**src/rtl/rtc_pkg.sv**
```systemverilog
// ---------------------------------------------------------------------------
// rtc_pkg
// Shared definitions for the RTC timestamp block.
//   FRAC_PER_SEC_DEF : default number of fraction strobes per second
//   SEC_W_DEF        : default width of the seconds counter
//   FRAC_W_DEF       : default width of the fraction counter
//   state_e          : timestamp FSM state encoding (IDLE / RUN)
// ---------------------------------------------------------------------------
package rtc_pkg;

  localparam int FRAC_PER_SEC_DEF = 16;
  localparam int SEC_W_DEF        = 32;
  localparam int FRAC_W_DEF       = 4;

  typedef enum logic {
    IDLE = 1'b0,
    RUN  = 1'b1
  } state_e;

endpackage

```
**src/rtl/edge_sync.sv**
```systemverilog
// ---------------------------------------------------------------------------
// edge_sync
// Two-flop synchronizer followed by a rising-edge detector. The tick is a
// single mclock cycle and appears so that logic clocked on the third rising
// edge after the input rises sees it.
// Ports:
//   mclock   : sampling clock
//   reset    : asynchronous active-low reset
//   async_in : asynchronous level input
//   tick     : one-cycle pulse on each synchronized rising edge
// ---------------------------------------------------------------------------
module edge_sync (
  input  logic mclock,
  input  logic reset,
  input  logic async_in,
  output logic tick
);

  logic meta_q;
  logic sync_q;
  logic prev_q;
  logic vld1_q;
  logic vld2_q;
  logic armed_q;
  logic armed_d;

  // sync_q only carries a genuine post-reset sample once vld2_q is set.
  // The detector arms only after such a sample shows the input low, so a
  // level already high at reset release never produces a tick.
  always_comb begin
    armed_d = armed_q | (vld2_q & ~sync_q);
  end

  always_ff @(posedge mclock or negedge reset) begin
    if (!reset) begin
      meta_q  <= 1'b0;
      sync_q  <= 1'b0;
      prev_q  <= 1'b0;
      vld1_q  <= 1'b0;
      vld2_q  <= 1'b0;
      armed_q <= 1'b0;
    end else begin
      meta_q  <= async_in;
      sync_q  <= meta_q;
      prev_q  <= sync_q;
      vld1_q  <= 1'b1;
      vld2_q  <= vld1_q;
      armed_q <= armed_d;
    end
  end

  assign tick = armed_q & sync_q & ~prev_q;

endmodule

```
**src/rtl/rtc_timestamp.sv**
```systemverilog
// ---------------------------------------------------------------------------
// rtc_timestamp
// Seconds / fraction time counter driven by external RTC strobes, with a
// snapshot port that captures the counter value on request.
// Ports:
//   mclock   : sole clock
//   reset    : asynchronous active-low reset
//   sec_in   : asynchronous once-per-second strobe
//   msec_in  : asynchronous fraction strobe (FRAC_PER_SEC per second)
//   sync_in  : asynchronous SYNC level, rising edge zeroes the counters
//   snap_req : mclock-synchronous snapshot request level
//   snap_ack : one-cycle pulse, ts_sec/ts_frac updated this cycle
//   ts_sec   : captured seconds value
//   ts_frac  : captured fraction value
//   running  : high while the FSM is in RUN
//   frac_ovf : sticky, fraction strobe arrived with counter saturated
// FRAC_W must satisfy 2**FRAC_W >= FRAC_PER_SEC.
// ---------------------------------------------------------------------------
module rtc_timestamp
  import rtc_pkg::*;
#(
  parameter int FRAC_PER_SEC = FRAC_PER_SEC_DEF,
  parameter int SEC_W        = SEC_W_DEF,
  parameter int FRAC_W       = FRAC_W_DEF
) (
  input  logic              mclock,
  input  logic              reset,
  input  logic              sec_in,
  input  logic              msec_in,
  input  logic              sync_in,
  input  logic              snap_req,
  output logic              snap_ack,
  output logic [SEC_W-1:0]  ts_sec,
  output logic [FRAC_W-1:0] ts_frac,
  output logic              running,
  output logic              frac_ovf
);

  localparam logic [FRAC_W-1:0] FRAC_MAX = FRAC_W'(FRAC_PER_SEC - 1);

  logic sec_tick;
  logic msec_tick;
  logic sync_tick;

  edge_sync u_sec_sync  (.mclock(mclock), .reset(reset), .async_in(sec_in),  .tick(sec_tick));
  edge_sync u_msec_sync (.mclock(mclock), .reset(reset), .async_in(msec_in), .tick(msec_tick));
  edge_sync u_sync_sync (.mclock(mclock), .reset(reset), .async_in(sync_in), .tick(sync_tick));

  state_e              state_q,      state_d;
  logic [SEC_W-1:0]    sec_cnt_q,    sec_cnt_d;
  logic [FRAC_W-1:0]   frac_cnt_q,   frac_cnt_d;
  logic                frac_ovf_q,   frac_ovf_d;
  logic [SEC_W-1:0]    ts_sec_q,     ts_sec_d;
  logic [FRAC_W-1:0]   ts_frac_q,    ts_frac_d;
  logic                snap_ack_q,   snap_ack_d;
  logic                running_q,    running_d;
  logic                snap_prev_q;
  logic                snap_armed_q, snap_armed_d;
  logic                snap_edge;

  // snap_req is already synchronous, so only a one-cycle history is kept.
  // The armed flag requires snap_req to be seen low after reset, so a
  // request held across reset release is not mistaken for a new edge.
  always_comb begin
    snap_armed_d = snap_armed_q | ~snap_req;
    snap_edge    = snap_armed_q & snap_req & ~snap_prev_q;
  end

  // Next-state logic. Only one tick acts per cycle, in the order
  // sync > sec > msec; a lower-priority tick in the same cycle is dropped.
  // The snapshot captures the current (pre-update) register values.
  always_comb begin
    state_d    = state_q;
    sec_cnt_d  = sec_cnt_q;
    frac_cnt_d = frac_cnt_q;
    frac_ovf_d = frac_ovf_q;
    ts_sec_d   = ts_sec_q;
    ts_frac_d  = ts_frac_q;
    snap_ack_d = 1'b0;

    case (state_q)
      IDLE: begin
        if (sync_tick || sec_tick) begin
          state_d    = RUN;
          sec_cnt_d  = '0;
          frac_cnt_d = '0;
        end
      end
      RUN: begin
        if (sync_tick) begin
          sec_cnt_d  = '0;
          frac_cnt_d = '0;
          frac_ovf_d = 1'b0;
        end else if (sec_tick) begin
          sec_cnt_d  = sec_cnt_q + SEC_W'(1);
          frac_cnt_d = '0;
        end else if (msec_tick) begin
          if (frac_cnt_q == FRAC_MAX) begin
            frac_ovf_d = 1'b1;
          end else begin
            frac_cnt_d = frac_cnt_q + FRAC_W'(1);
          end
        end
      end
      default: state_d = IDLE;
    endcase

    if (snap_edge) begin
      ts_sec_d   = sec_cnt_q;
      ts_frac_d  = frac_cnt_q;
      snap_ack_d = 1'b1;
    end

    running_d = (state_d == RUN);
  end

  always_ff @(posedge mclock or negedge reset) begin
    if (!reset) begin
      state_q      <= IDLE;
      sec_cnt_q    <= '0;
      frac_cnt_q   <= '0;
      frac_ovf_q   <= 1'b0;
      ts_sec_q     <= '0;
      ts_frac_q    <= '0;
      snap_ack_q   <= 1'b0;
      running_q    <= 1'b0;
      snap_prev_q  <= 1'b0;
      snap_armed_q <= 1'b0;
    end else begin
      state_q      <= state_d;
      sec_cnt_q    <= sec_cnt_d;
      frac_cnt_q   <= frac_cnt_d;
      frac_ovf_q   <= frac_ovf_d;
      ts_sec_q     <= ts_sec_d;
      ts_frac_q    <= ts_frac_d;
      snap_ack_q   <= snap_ack_d;
      running_q    <= running_d;
      snap_prev_q  <= snap_req;
      snap_armed_q <= snap_armed_d;
    end
  end

  assign snap_ack = snap_ack_q;
  assign ts_sec   = ts_sec_q;
  assign ts_frac  = ts_frac_q;
  assign running  = running_q;
  assign frac_ovf = frac_ovf_q;

endmodule

```
**config.mk**
```make
export PLATFORM = sky130hd
export DESIGN_NAME = rtc_timestamp
export DESIGN_NICKNAME = d
export VERILOG_FILES = /design/src/rtl/rtc_pkg.sv /design/src/rtl/edge_sync.sv /design/src/rtl/rtc_timestamp.sv
export SDC_FILE = /design/constraint.sdc
export NUM_CORES = 1
export LEC_CHECK = 0
export BUFFER_PORTS_ARGS = -buffer_cell sky130_fd_sc_hd__buf_2
export CAP_MARGIN = 20
export CORE_MARGIN = 5
export CORE_UTILIZATION = 35
export CTS_BUF_LIST = sky130_fd_sc_hd__clkbuf_4
export DETAILED_ROUTE_END_ITERATION = 12
export HOLD_SLACK_MARGIN = 0.08
export PLACE_DENSITY = 0.6
export SYNTH_ARGS = -nofsm -noshare
export SYNTH_HDL_FRONTEND = slang
export SYNTH_SLANG_ARGS = --single-unit
```
**constraint.sdc**
```tcl
create_clock -name mclock -period 4.2 [get_ports mclock]
set_input_delay 0.42 -clock mclock [delete_from_list [all_inputs] [get_ports mclock]]
set_output_delay 0.42 -clock mclock [all_outputs]
set_load 0.01 [all_outputs]
```
# [After elaboration in Yosys (flattened, before gate mapping)]
# Index checks and enable logic that the tools add are counted.
[totals] input_bits=6 regBits=91
[classes] eq_ne=6 muxes=17 add_sub_neg=2 reduce_logical=6 bitwise=24
[op_table] op="two-way mux 32 bit" count=3
[op_table] op="case mux 32 bit (2 select lines)" count=1
[op_table] op="adder 32 x 1 -> 32 bit (second input constant)" count=1
[op_table] op="two-way mux 4 bit" count=5
[op_table] op="bitwise AND 1 bit" count=11
[op_table] op="inverter 1 bit" count=9
[op_table] op="inequality test 4 bit (second input constant)" count=2
[op_table] op="case mux 4 bit (2 select lines)" count=1
[op_table] op="two-way mux 1 bit" count=7
[op_table] op="adder 4 x 1 -> 4 bit (second input constant)" count=1
[op_table] op="equality test 4 bit (second input constant)" count=1
[op_table] op="bitwise OR 1 bit" count=4
[op_table] op="AND reduction 4 bit" count=1
[op_table] op="nonzero test 2 bit" count=2
[op_table] op="inequality test 3 bit (second input constant)" count=1
[op_table] op="AND reduction 3 bit" count=1
[op_table] op="inequality test 2 x 1 -> 1 bit (second input constant)" count=1
[op_table] op="inequality test 2 bit (second input constant)" count=1
[op_table] op="AND reduction 2 bit" count=1
[op_table] op="logical OR 1 bit" count=1

# [Depth between registers and ports, before layout]
[depth] word_depth=6 mapped_depth=7

# [Modules after synthesis]
# Synthesis repeated with hierarchy kept, for this count alone.
[hier_totals] cells_unflattened=458 hier_area_um2=4256.6
[by_module_without_submodules] mod="rtc_timestamp" n_inst=1 cells_each=425 area_per_inst_um2=3738.6 seq_area_each_um2=1926.8
[by_module_without_submodules] mod="edge_sync" n_inst=3 cells_each=11 area_per_inst_um2=172.7 seq_area_each_um2=150.1

# [Worst setup path before layout]
# OpenSTA, ideal clock, no wires.
[synth_timing] path_type="reg-to-reg" startpoint="reg sec_cnt_q[0]" endpoint="reg sec_cnt_q[20]" path_stages_with_launch=8 synth_period_minus_slack_ns=1.767 setup_ns=0.129 arrival_ns=1.638 slack_ns=2.433 cell_sequence="dfrtp_1 > ha_1 > nand3_1 > nor4_2 > buf_2 > a31oi_1 > o21ai_0 > o21ai_0"
[synth_between] elab_chain_cells=4
[synth_rtl] item="from (decl)" line="rtc_timestamp.sv:50" source="logic [SEC_W-1:0] sec_cnt_q, sec_cnt_d;"
[synth_rtl] item="from (signal assigned)" line="rtc_timestamp.sv:131" source="sec_cnt_q <= sec_cnt_d;"
[synth_rtl] item="adder 32 x 1 -> 32 bit" line="rtc_timestamp.sv:95" source="sec_cnt_d = sec_cnt_q + SEC_W'(1);"
[synth_rtl] item="two-way mux 32 bit" line="rtc_timestamp.sv:94" source="end else if (sec_tick) begin"
[synth_rtl] item="two-way mux 32 bit" line="rtc_timestamp.sv:90" source="if (sync_tick) begin"
[synth_rtl] item="case mux 32 bit (2 select lines)" line="rtc_timestamp.sv:81" source="case (state_q)"
# No other way between the ends. The select of a mux whose other input is x is not followed.
# A chain may end at the register's enable or synchronous reset.

# [Worst setup path after layout]
[layout_timing] startpoint="reg sec_cnt_q[0]" endpoint="reg sec_cnt_q[18]"
# Same word-level chain as after synthesis.

==> results.ini <==
[sta]
slew_viol_final=0
hold_viol=0
worst_slew_pin_slew_ns=1.05
max_slew_margin_pct=29.3
final-setup-viol-count=0
fmax_ghz=0.392
fin_skew_ns=0.0135
fin_crit_sh_pct=60.7
rsz0062_at_grt=no
setup_tns_ns=0
period_minus_slack_ns=2.55

[finish]
final_nets=481
finalNonFillerCells=618
n_antenna_cell=0
fillers=1105
syn_to_final_growth_pct=14.4
drive_gt1_share_pct=14.9

[floorplan]
io_pins=45
die_area_um2=13500
core_um2=10900
fp.dieH_um=116
rows=38
die_x_um=116
start_util_pct=36.2

[cts]
cts_resized=0
cts_tree=yes
cts_sinks=91
clkSlewWorstSetupHoldPaths_ns=0.14
htree_levels=3
clockBufferDepth=2
insertion_delay_ns=0.45
cts_root_buf=clkbuf_4
numCtsBuffers=9

[logic_synthesis]
avgSynthCellArea_um2=9.24
netlist_instances=428
yosysUniqueCellTypes=43
ys_seq_elements=91
ys_seq_area_share_pct=57.6
mappedNetlistArea_um2=3950
syn_nets=436
synth_warnings=0

[critical_path]
crit_chain=ha_1, nand3_1, nor4_2, nand4_1, or3_1, o21ai_0
cp_num_buf_inv=0
critPathLaunchType=register
slowest_stage=nor4_2
endpoint_kind=register
worstPathArrival_ns=2.94
worstPathRequired_ns=4.59
critPathMaxFanout=12
critPathTopFamily=simple AND/OR/NAND/NOR gates
cpPeakStageDelay_ns=0.96
path_class=reg2reg

[routing]
dr_total_vias=3179
drt.antenna.violating_nets=0
wl_per_cell_um=14.2
vias_per_cell=5.14
wl_mm=8.79
remaining_drc_errors=0
first_pass_iters=4
dr.first_iter.drc_count=237

[placement]
gp_congestion=0.768
dp_hpwl_mm=5.75
port-buffer-count=44
dp.cells=597

[pwr]
p_leak_uw=0.00222
ir_worst_vdd_uv=171
power_density_nw_per_um2=342

[global_route]
grt_pass1_wl_mm=15.2
grt_usage_pct=14.2
grt_max_degree=48
grt_pass1_vias=3183
grt_overflow=0
antenna_found_initial=0

[status]
status=finished clean

[min_path]
worstHoldPathType=reg2reg

[flow_run]
maxCapViolations=0

==> layout make-up <==
cell class	instances	area (µm²)	area share (%)
sequential	91	2280	50.4
multi-input combinational	309	1570	34.7
timing repair buffer	54	310	6.86
tap	140	175	3.87
clock inverter	7	92.6	2.05
clock buffer	9	67.6	1.49
inverter	8	30.0	0.664
==> cell families after synthesis <==
logic type,after synthesis,share of synthesized area (%)
muxes,2,0.506
and+or+nand+nor,227,27.0
AOI/OAI and AO/OA,75,11.0
xor gates and xnor gates,2,0.443
adders and majority gates,2,0.633
DFF,91,57.6
buffers and inverters,28,2.72
other,1,0.0948
==> flip-flops by register name, summed over array words and instances, names as in the netlist, 4 cells and up <==
name        count
frac_cnt_q      4
ts_sec         32
ts_frac         4
sec_cnt_q      32
==> power breakdown <==
part           internal (µW)  switching [µW]
registers                895            14.9
logic                   29.5            69.3
clock network            239             300
total                   1160             385
==> timing repair <==
item | 4_1_cts | 5_1_grt
hold buffers | 5 | 0
hold endpoints to repair | 48 | 0
setup buffers | 0 | 0
==> layout by cell type, fill, tap and decap left out, drive strengths merged, types with 4 or more instances in the layout <==
cell | synthesis | layout
buf | 2 | 49
nand2 | 141 | 141
nor4 | 8 | 8
dlygate4sd3 | 0 | 5
dfrtp | 91 | 91
nand3 | 18 | 18
or3 | 4 | 4
clkbuf | 18 | 9
o21ai | 38 | 38
inv | 7 | 7
nand4 | 11 | 11
a21oi | 13 | 13
nor2 | 17 | 17
and3 | 6 | 6
nor3 | 7 | 7
a31oi | 6 | 6
==> metrics by stage <==
stage / hold slack [ns] / cell area [µm²] / power [µW] / setup slack (ns) / utilization [%]
after global placement: 0.332 / 4310 / 1020 / 1.78 / 39.4
after global routing: 0.377 / 4520 / 1630 / 1.48 / 41.4
after CTS: 0.370 / 4520 / 1580 / 1.64 / 41.4
after detailed placement: 0.340 / 4310 / 1030 / 1.67 / 39.4
final: 0.366 / 4520 / 1550 / 1.65 / 41.4
after floorplan: 0.124 / 3950 / 977 / 2.43 / -
==> final timing paths <==
path                            cells after the start              start                end  slack, ns
worst max-delay path                                6       sec_cnt_q[0]      sec_cnt_q[18]       1.65
worst min-delay path                                0  u_sec_sync.meta_q  u_sec_sync.sync_q       0.37
worst max register to register                      6       sec_cnt_q[0]      sec_cnt_q[18]       1.65
worst min register to register                      0  u_sec_sync.meta_q  u_sec_sync.sync_q       0.37
max in group asynchronous                           3              reset            running       2.68
min in group asynchronous                           2              reset      sec_cnt_q[11]       0.49
==> per-layer routing <==
layer  track usage (%)  share of wire [%]
met5                 0                  0
met4              4.10               0.97
met3              4.97                5.0
met2              23.0                 49
met1              17.9                 45
==> cell usage after synthesis, drive strengths merged <==
master	n	area (µm²)
o311ai	2	17.5
nand3	18	100
conb	1	3.75
and4b	1	10.0
or4	2	15.0
a211oi	1	7.51
mux2i	2	20.0
and2	3	18.8
a41oi	1	8.76
inv	7	26.3
nor4	8	77.6
o22ai	1	6.26
and3	6	37.5
o21a	1	7.51
nand3b	3	22.5
nand4	11	83.8
a21oi	13	65.1
or3	4	25.0
a21o	3	22.5
ha	2	25.0
a22o	2	17.5
o31ai	2	15.0
clkinv	1	3.75
o21ai	38	190
a31oi	6	37.5
o211ai	2	15.0
buf	2	8.75
o41ai	3	26.3
clkbuf	18	68.8
nand2	141	529
nor3	7	35.0
nor2	17	63.8
nand4b	2	17.5
and3b	2	17.5
xor2	2	17.5
dfrtp	91	2280
nand2b	2	12.5
Note: power is estimated with default switching activity, not from simulation.
